==> src/rtl/alu_pkg.sv <==
// Shared ALU function codes, legality helpers and sequencer state encoding
// used by the ALU-sharing arbiter and its requesters.
package alu_pkg;

  localparam logic [5:0] ALU_ADD = 6'd32;
  localparam logic [5:0] ALU_SUB = 6'd34;
  localparam logic [5:0] ALU_AND = 6'd36;
  localparam logic [5:0] ALU_OR  = 6'd37;
  localparam logic [5:0] ALU_SLT = 6'd42;

  typedef enum logic [1:0] {
    ST_IDLE = 2'd0,
    ST_EXEC = 2'd1,
    ST_RESP = 2'd2
  } state_t;

  function automatic logic alu_sel_legal(input logic [5:0] sel);
    logic ok;
    case (sel)
      ALU_ADD, ALU_SUB, ALU_AND, ALU_OR, ALU_SLT: ok = 1'b1;
      default:                                    ok = 1'b0;
    endcase
    return ok;
  endfunction

endpackage

==> src/rtl/ALU_32.sv <==
// 32-bit combinational ALU: add/sub share one adder (sel[1] inverts B and
// supplies carry-in), sel[2:0] = 100/101 select AND/OR.
module ALU_32 (
  input  logic        reset,
  input  logic [31:0] a,
  input  logic [31:0] b,
  input  logic [5:0]  sel,
  output logic [31:0] y
);

  logic [31:0] w_b_eff;
  logic [31:0] w_sum;

  assign w_b_eff = sel[1] ? ~b : b;
  assign w_sum   = a + w_b_eff + {31'd0, sel[1]};

  always_comb begin
    y = w_sum;
    if (reset) begin
      y = '0;
    end else begin
      case (sel[2:0])
        3'b100:  y = a & b;
        3'b101:  y = a | b;
        default: y = w_sum;
      endcase
    end
  end

endmodule

==> src/rtl/alu_share_arb_rr_arb2.sv <==
// Two-way round-robin grant: a lone request wins, a tie goes to r_prio, and
// the pointer flips to the other requester after every grant.
module rr_arb2 (
  input  logic       clk,
  input  logic       reset,
  input  logic       i_en,
  input  logic [1:0] i_valid,
  output logic [1:0] o_grant,
  output logic       o_grant_idx
);

  logic r_prio;
  logic w_xfer;

  always_comb begin
    o_grant     = 2'b00;
    o_grant_idx = 1'b0;
    if (i_en) begin
      if (i_valid == 2'b11) begin
        o_grant_idx = r_prio;
        o_grant     = r_prio ? 2'b10 : 2'b01;
      end else if (i_valid[1]) begin
        o_grant_idx = 1'b1;
        o_grant     = 2'b10;
      end else if (i_valid[0]) begin
        o_grant     = 2'b01;
      end
    end
  end

  // A grant is only issued to a valid requester, so a grant is a transfer.
  assign w_xfer = |o_grant;

  always_ff @(posedge clk) begin
    if (reset) begin
      r_prio <= 1'b0;
    end else if (w_xfer) begin
      r_prio <= ~o_grant_idx;
    end
  end

endmodule

==> src/rtl/alu_share_arb.sv <==
// Shares one ALU_32 between two requesters: round-robin accept in IDLE,
// registered operands in EXEC, held one-hot response in RESP.
module alu_share_arb
  import alu_pkg::*;
#(
  parameter int NREQ = 2,
  parameter int W    = 32
) (
  input  logic            clk,
  input  logic            reset,
  input  logic [NREQ-1:0] req_valid,
  output logic [NREQ-1:0] req_ready,
  input  logic [W-1:0]    req_a0,
  input  logic [W-1:0]    req_b0,
  input  logic [W-1:0]    req_a1,
  input  logic [W-1:0]    req_b1,
  input  logic [5:0]      req_sel0,
  input  logic [5:0]      req_sel1,
  output logic [NREQ-1:0] rsp_valid,
  input  logic [NREQ-1:0] rsp_ready,
  output logic [W-1:0]    rsp_data,
  output logic            rsp_err,
  output logic            busy
);

  state_t      r_state;
  state_t      w_state_next;
  logic [W-1:0] r_a;
  logic [W-1:0] r_b;
  logic [5:0]  r_sel;
  logic        r_gnt;
  logic [W-1:0] r_rsp_data;
  logic        r_rsp_err;

  logic [1:0]  w_grant;
  logic        w_grant_idx;
  logic        w_xfer;
  logic        w_legal;
  logic [W-1:0] w_alu_y;
  logic [W-1:0] w_result;

  rr_arb2 u_arb (
    .clk         (clk),
    .reset       (reset),
    .i_en        (r_state == ST_IDLE),
    .i_valid     (req_valid),
    .o_grant     (w_grant),
    .o_grant_idx (w_grant_idx)
  );

  ALU_32 u_alu (
    .reset (1'b0),
    .a     (r_a),
    .b     (r_b),
    .sel   (r_sel),
    .y     (w_alu_y)
  );

  assign w_xfer    = |w_grant;
  assign req_ready = w_grant;
  assign w_legal   = alu_sel_legal(r_sel);

  // slt reports the sign of A-B, which the ALU already computes for sel=42.
  always_comb begin
    w_result = '0;
    if (w_legal) begin
      w_result = (r_sel == ALU_SLT) ? {{(W-1){1'b0}}, w_alu_y[W-1]} : w_alu_y;
    end
  end

  always_ff @(posedge clk) begin
    if (reset) begin
      r_state <= ST_IDLE;
    end else begin
      r_state <= w_state_next;
    end
  end

  always_comb begin
    w_state_next = r_state;
    case (r_state)
      ST_IDLE: if (w_xfer) w_state_next = ST_EXEC;
      ST_EXEC: w_state_next = ST_RESP;
      ST_RESP: if (rsp_ready[r_gnt]) w_state_next = ST_IDLE;
      default: w_state_next = ST_IDLE;
    endcase
  end

  always_ff @(posedge clk) begin
    if (reset) begin
      r_a        <= '0;
      r_b        <= '0;
      r_sel      <= '0;
      r_gnt      <= 1'b0;
      r_rsp_data <= '0;
      r_rsp_err  <= 1'b0;
    end else begin
      if (w_xfer) begin
        r_a   <= w_grant_idx ? req_a1   : req_a0;
        r_b   <= w_grant_idx ? req_b1   : req_b0;
        r_sel <= w_grant_idx ? req_sel1 : req_sel0;
        r_gnt <= w_grant_idx;
      end
      if (r_state == ST_EXEC) begin
        r_rsp_data <= w_result;
        r_rsp_err  <= ~w_legal;
      end
    end
  end

  generate
    for (genvar gi = 0; gi < NREQ; gi++) begin : g_rsp_valid
      assign rsp_valid[gi] = (r_state == ST_RESP) && (r_gnt == 1'(gi));
    end
  endgenerate

  assign rsp_data = r_rsp_data;
  assign rsp_err  = r_rsp_err;
  assign busy     = (r_state != ST_IDLE);

endmodule

==> config.mk <==
export PLATFORM = sky130hd
export DESIGN_NAME = alu_share_arb
export DESIGN_NICKNAME = d
export VERILOG_FILES = /design/src/rtl/alu_pkg.sv /design/src/rtl/ALU_32.sv /design/src/rtl/alu_share_arb_rr_arb2.sv /design/src/rtl/alu_share_arb.sv
export SDC_FILE = /design/constraint.sdc
export NUM_CORES = 1
export LEC_CHECK = 0
export ABC_AREA = 0
export CORE_ASPECT_RATIO = 1.25
export CORE_MARGIN = 2
export CORE_UTILIZATION = 53
export CTS_BUF_LIST = sky130_fd_sc_hd__clkbuf_16
export DETAILED_ROUTE_END_ITERATION = 16
export PLACE_DENSITY = 0.86
export RECOVER_POWER = 25
export SETUP_SLACK_MARGIN = 0.4
export SLEW_MARGIN = 20
export SYNTH_ARGS = -nofsm -noshare
export SYNTH_HDL_FRONTEND = slang
export SYNTH_SLANG_ARGS = --single-unit
==> constraint.sdc <==
create_clock -name clk -period 5.04 [get_ports clk]
set_input_delay 0.756 -clock clk [delete_from_list [all_inputs] [get_ports clk]]
set_output_delay 0.756 -clock clk [all_outputs]
set_load 0.05 [all_outputs]
==> qor.txt, run 1 <==
Outcome = complete, but fails checks
Failing checks = max-capacitance violations, max-slew violations
Syn_area_per_cell = 8.08 µm²
CTS sink cnt = 107
Most Crowded Layer GR = met2
Vias in the first global route = 6,725
Largest family of logic cells by synthesized area = compound AO/OA/AOI/OAI gates
Setup crit end kind = register
Post-synth ARST share = 0%
Mux share of post-synthesis cell area = 0.582%
Slew Limit Fails = 61
FF/Latch Area = 2140 µm²
Horiz. Die Dim = 106 µm
Vias post-DR = 7,232
Vias per cell = 6.22
Top-count cell post-synth = nor2_1
Worst r2r path cells = 11
Met1 Use GR = 34.3%
Post-CTS sizing = 0
Crit path DAT = 4.23 ns
Global Route met3 Usage = 4.76%
Cts hold-fix bufs = 0
Max capacitance violation total = 2
CP max FO = 41
Final-stage net count = 1,174
Unrepaired setup endpoints after global routing = false
Setup TNS = 0 ns
Max Root-Sink Buffers = 2
Number of antenna diodes = 0
Synth area leader = dfxtp_1
Drt pass-1 iters = 8
Num CTS Buffers = 9
Placed Area = 8690 µm²
Sw Share = 36.9%
Setup crit start = r_sel[1]
Antenna violations before repair = 0
Leakage power = 3.67 nW
DIE AREA = 13,900 µm²
WL/cell = 18.3 µm
Post-CTS Setup Inserts = 0
Post-Syn Instances = 852
Routing usage on met2 = 55.4%
Final hold violations = 0
Final Setup Violations = 0
Post-detail-place hpwl = 15.1 mm
Initial core utilization = 54.4%
Reg-to-Reg End = rsp_data[24]
Root Driver = clkbuf_16
Logic pwr share = 37.5%
CTS H-tree lvls = 3
Max Freq = 251 MHz
Worst VDD drop = 0.000247 V
Type of the most critical hold path = reg -> reg
Cells on Worst Hold Path = 1
CP max-delay cell = dfxtp_2
Worst rel slew slack = -25.5%
First DRT Iteration DRCs = 523
All-Layer GR Usage = 30.0%
Final worst path period need = 3.99 ns
Final WL = 21.2 mm
Yosys top cell area share = 31.1%
Design area = 8950 µm²
Layout area overhead = 30.1%
Worst Setup EP = rsp_data[24]
Fin crit share = 79.1%
Clock transition at path regs = 0.07 ns
Top post-synthesis cells by count = 116 x nor2_1, 108 x nand2_1, 107 x dfxtp_1
FF-to-FF Start = r_sel[1]
Largest net degree at the start of global routing = 99
R2R Setup Slk = 1.05 ns
Power share of the clock group = 24.9%
Internal = 0.00169 W
Number of synthesized register bits = 107
Fill cells = 1,023
Remaining antenna violation count = 0
Share of cells above drive strength 1 = 4.23%
Crit path cell chain = xor2_1 -> inv_1 -> fa_1 -> nand3b_2 -> a2111oi_4 -> nor3_2 -> o31a_2 -> o21ai_2 -> a21oi_1 -> or3_1 -> a32o_1
Power Density = 299 nW/µm²
Synth cell types = 72
Num rows = 46
Post-Syn Nets = 1,036
Adder-Cell Fraction of Synth Area = 9.78%
Seq/Total Area, Yosys = 31.1%
Post-synth EDFFs = 0
Worst Tran Pin Value = 1.86 ns
I/O pins = 184
Sw power = 0.000990 W
Worst skew pair latency = 0.35 ns
Synth Area in XOR/XNOR = 6.87%
Part of the total power dissipated in sequential elements = 37.7%
Synth Area in Simple Gates = 19.4%
Top cells by area, synth = dfxtp_1 31%, ha_1 6.7%, nor2_1 6.3%
YS warnings = 0
Crit start category = register
Crit path required time = 5.29 ns
Worst setup path class = reg -> reg
Compound-cell area share of the yosys netlist = 27.0%
Worst path max stage delay = 1.07 ns
Global placer's final weighted congestion = 0.931
Total grt overflow = 0
Multi-input gate area = 4390 µm²
DR DRC count = 0
Die height = 131 µm
Input/output buffers = 183
CTS tree = done
Core area = 12,700 µm²
First-pass GRT wire length = 33.7 mm
Worst Clk Skew = 0.00816 ns
Synthesized area = 6880 µm²
Synth Flop Type = dfxtp_1
## metal layers
| layer | vias up | wire length [µm] |
|---|---|---|
| li1 | 3444 | - |
| met1 | 3443 | 8140 |
| met2 | 282 | 11200 |
| met3 | 63 | 1180 |
| met4 | 0 | 697 |
| met5 | - | 0 |
## cell usage in the layout, fill, tap and decap left out, types with 3 or more instances in the layout
cell | synthesis | layout
nor2_1 | 116 | 114
clkbuf_16 | 0 | 9
a21oi_1 | 57 | 57
a31oi_1 | 5 | 5
nor2b_1 | 8 | 8
o211ai_1 | 3 | 3
nand2b_1 | 4 | 4
inv_6 | 0 | 3
nor4_1 | 3 | 3
nand4_1 | 9 | 9
a22oi_1 | 9 | 9
maj3_1 | 19 | 19
mux2i_1 | 4 | 4
or3_1 | 4 | 4
o21a_1 | 3 | 3
clkdlybuf4s50_1 | 0 | 151
o21ai_1 | 6 | 5
or2_2 | 3 | 3
a222oi_1 | 38 | 38
o21bai_1 | 5 | 5
ha_1 | 37 | 37
a21o_1 | 13 | 13
xor2_1 | 40 | 40
a311oi_1 | 36 | 36
o21ai_0 | 34 | 35
nand3_1 | 10 | 10
and3_1 | 3 | 3
xnor2_1 | 14 | 14
dfxtp_1 | 107 | 106
inv_1 | 9 | 11
nand2_1 | 108 | 108
a221oi_1 | 8 | 8
dlygate4sd3_1 | 0 | 30
nor3_1 | 19 | 19
o31ai_1 | 5 | 5
a32oi_1 | 4 | 4
buf_4 | 4 | 9
## cell families (layout without fill, tap and decap cells)
| family | Yosys count | after routing |
|---|---|---|
| simple gates | 303 | 303 |
| fa+ha+maj | 57 | 57 |
| flops | 107 | 107 |
| compound gates | 252 | 252 |
| xor+xnor | 54 | 54 |
| buf+inv | 75 | 217 |
| mux | 4 | 4 |
## power by group through the flow
stage,Combinational [W],Clock (W),Sequential [W]
5_1_grt,0.00110,0.000707,0.00102
3_3_place_gp,0.000980,0,0.00102
4_1_cts,0.000997,0.000670,0.00101
2_1_floorplan,0.000734,0,0.00100
6_report,0.00101,0.000666,0.00101
3_5_place_dp,0.000987,0,0.00103
## flip-flops by register name, summed over array words and instances, names as in the netlist
name / count
r_state: 2
r_sel: 6
r_b: 32
rsp_err: 1
rsp_data: 32
u_arb.r_prio: 1
r_a: 32
r_gnt: 1
## how the worst min path moves through the flow
| stage | start | to | slack (ns) |
|---|---|---|---|
| CTS | rsp_data[21] | rsp_data[21] | 0.46 |
| finish | rsp_data[21] | rsp_data[21] | 0.45 |
| floorplan | r_sel[4] | r_sel[4] | 0.47 |
| global placement | rsp_data[31] | rsp_data[31] | 0.43 |
| detailed placement | rsp_data[21] | rsp_data[21] | 0.44 |
| global route | rsp_data[21] | rsp_data[21] | 0.47 |
## through the flow
step | std cells | hold slack [ns] | total power (W) | util, % | setup WS (ns)
after floorplan | 852 | 0.469 | 0.00174 | - | 1.65
after global placement | 1147 | 0.435 | 0.00200 | 68.6 | 1.17
after detailed placement | 1147 | 0.441 | 0.00201 | 68.7 | 1.09
after CTS | 1162 | 0.457 | 0.00267 | 70.8 | 1.07
after global routing | 1162 | 0.468 | 0.00282 | 70.7 | 0.900
final | 1162 | 0.448 | 0.00268 | 70.7 | 1.05
## critical path: cells and delay by family, from the launching register on
kind / cells / cell delay, ns
flops: 1 / 1.07
compound gates: 5 / 1.29
xor+xnor: 1 / 0.27
fa+ha+maj: 1 / 0.43
simple gates: 3 / 0.71
buf+inv: 1 / 0.09
## final cells by class
class	instances	area share [%]
inverter	10	0.419
clock inverter	6	0.461
timing repair buffer	192	21.3
sequential	107	23.9
multi-input combinational	670	49.1
clock buffer	9	2.52
tap	168	2.35
Note: power is estimated with default switching activity, not from simulation.
==> run 2: changes to the inputs <==
CORE_UTILIZATION = 50   (was 53)
PLACE_DENSITY = 0.82   (was 0.86)
clock period = 3.75 ns   (was 5.04 ns; I/O delays follow)
==> run 2 against run 1 <==
Effect of this change: the flow still finishes with violations (max-capacitance violations, max-slew violations); worst setup slack worse by 0.49 ns; cell count up 0.69%; flip-flop and latch count did not move; die area increased by 5.8%; core utilization fell by 3.0 points; global-route usage down 0.54 points; via count decreased by 1.1%; clock skew is 0.0037 ns higher; largest cell class unchanged; highest routed layer unchanged.
==> qor.txt, run 2 (synthesis results as in run 1) <==
Clock transition at path regs = 0.07 ns (about the same)
Max Freq = 314 MHz (+25%)
DR DRC count = 0 (unchanged)
DIE AREA = 14,700 µm² (+5.8%)
Global placer's final weighted congestion = 0.951 (+2.1%)
Layout area overhead = 31.4%
Fin crit share = 84.8% (+5.7 points)
First-pass GRT wire length = 34.0 mm (+0.86%)
Cells on Worst Hold Path = 1 (unchanged)
Largest net degree at the start of global routing = 54 (-45%)
Horiz. Die Dim = 109 µm (+2.8%)
Setup crit end kind = register
Vias in the first global route = 6,862 (+2.0%)
Most common cell after layout, fill and taps aside = clkdlybuf4s50_1
Total grt overflow = 0 (unchanged)
Setup TNS = 0 ns (unchanged)
Vias post-DR = 7,152 (-1.1%)
Outcome = complete, but fails checks
Slew Limit Fails = 47 (-23%)
Cts hold-fix bufs = 0 (unchanged)
Post-CTS Setup Inserts = 0 (unchanged)
Input/output buffers = 183 (unchanged)
Routing usage on met2 = 53.1% (-2.2 points)
Num rows = 47 (+2.2%)
Initial core utilization = 51.6% (-2.8 points)
Number of antenna diodes = 0 (unchanged)
Worst skew pair latency = 0.36 ns (about the same)
I/O pins = 184 (unchanged)
Final Setup Violations = 0 (unchanged)
Crit path buffers/inverters = 1 (unchanged)
Core area = 13,300 µm² (+5.4%)
Power Density = 402 nW/µm² (+34%)
Max capacitance violation total = 1 (-1)
Crit path required time = 4.01 ns (-1.28 ns)
Crit start category = register
First DRT Iteration DRCs = 534 (+2.1%)
Worst path max stage delay = 0.44 ns (-0.63 ns)
Root Driver = clkbuf_16
Share of cells above drive strength 1 = 5.11% (+0.88 points)
Final WL = 21.4 mm (+0.59%)
CP max FO = 4 (-90%)
CP Depth = 11 (unchanged)
CP max-delay cell = fa_1
Post-detail-place hpwl = 15.8 mm (+4.3%)
PnR Total Power = 0.00363 W (+35%)
Met1 Use GR = 35.0% (+0.71 points)
Vias per cell = 6.11 (-1.8%)
CTS sink cnt = 107 (unchanged)
Final-stage net count = 1,179 (+0.43%)
Worst setup path class = reg -> reg
Leading cell types in the layout, fill and taps excluded = 154 x clkdlybuf4s50_1, 115 x nor2_1, 108 x nand2_1
Worst r2r path cells = 11 (unchanged)
Family with the most delay on the worst path = compound AO/OA/AOI/OAI gates
Worst VDD drop = 0.000214 V (-13%)
Unrepaired setup endpoints after global routing = true
Remaining antenna violation count = 0 (unchanged)
Leakage power = 3.69 nW (+0.64%)
CTS H-tree lvls = 3 (unchanged)
Type of the most critical hold path = reg -> reg
Global Route met3 Usage = 3.66% (-1.1 points)
Die height = 135 µm (+2.9%)
Drt pass-1 iters = 6 (-2)
Final hold violations = 0 (unchanged)
Worst Clk Skew = 0.0118 ns (+0.00366 ns)
Final worst path period need = 3.18 ns (-0.805 ns)
Most Crowded Layer GR = met2
Crit path cell chain = xor2_1 -> inv_1 -> fa_1 -> nand3b_2 -> a2111oi_4 -> nor3_2 -> o31a_2 -> o21ai_4 -> a21oi_1 -> or3_1 -> a32o_1
Max Root-Sink Buffers = 2 (unchanged)
Crit path DAT = 3.44 ns (-0.79 ns)
Failing checks = max-capacitance violations, max-slew violations
WL/cell = 18.3 µm (about the same)
All-Layer GR Usage = 29.5% (-0.54 points)
Worst rel slew slack = -37.9% (-12 points)
Num CTS Buffers = 9 (unchanged)
Worst Tran Pin Value = 2.07 ns (+0.206 ns)
CTS tree = done
Antenna violations before repair = 0 (unchanged)
## run 2: changes by cell type in the layout (fill, tap and decap cells not counted), moves of 2 or more
cell | before | now
buf_12 | 1 | 4
buf_4 | 9 | 11
clkdlybuf4s50_1 | 151 | 154
dlygate4sd3_1 | 30 | 26
## run 2: layout make-up
type | count | area [µm²]
tap | 171 | 214
clock inverter | 6 | 41.3
timing repair buffer | 197 | 1970
fill | 1127 | 4310
sequential | 107 | 2140
inverter | 10 | 37.5
multi-input combinational | 670 | 4410
clock buffer | 9 | 225
## run 2: power by group
group / internal [W] / switching [W]
combinational: 0.000607 / 0.000789
clock: 0.000448 / 0.000447
sequential: 0.00123 / 0.000107
## run 2: repair_timing
action	CTS	global route
resized for setup	0	3
hold endpoints to repair	0	0
setup endpoints to repair	0	4
## run 2: path summary, 6_finish.rpt
check | start | end | slack [ns]
min | rsp_data[15] | rsp_data[15] | 0.45
min reg2reg | rsp_data[15] | rsp_data[15] | 0.45
max | r_b[1] | rsp_data[24] | 0.57
max reg2reg | r_b[1] | rsp_data[24] | 0.57
## run 2: stage by stage
stage / instance area, µm² / setup slack [ns] / util (%) / instances / hold WS [ns]
final: 9040 / 0.569 / 67.7 / 1170 / 0.453
after global routing: 9040 / 0.383 / 67.7 / 1170 / 0.474
after CTS: 9030 / 0.522 / 67.7 / 1170 / 0.463
after detailed placement: 8770 / 0.548 / 65.7 / 1155 / 0.447
after global placement: 8770 / 0.635 / 65.7 / 1155 / 0.436
after floorplan: 6890 / 0.516 / - / 852 / 0.469
## run 2: routing by layer
layer,share of wire (%),wire (µm),up-vias
met2,53,11300,249
li1,-,-,3454
met5,0,0,-
met1,39,8340,3400
met4,3.3,711,0
met3,4.7,1010,49
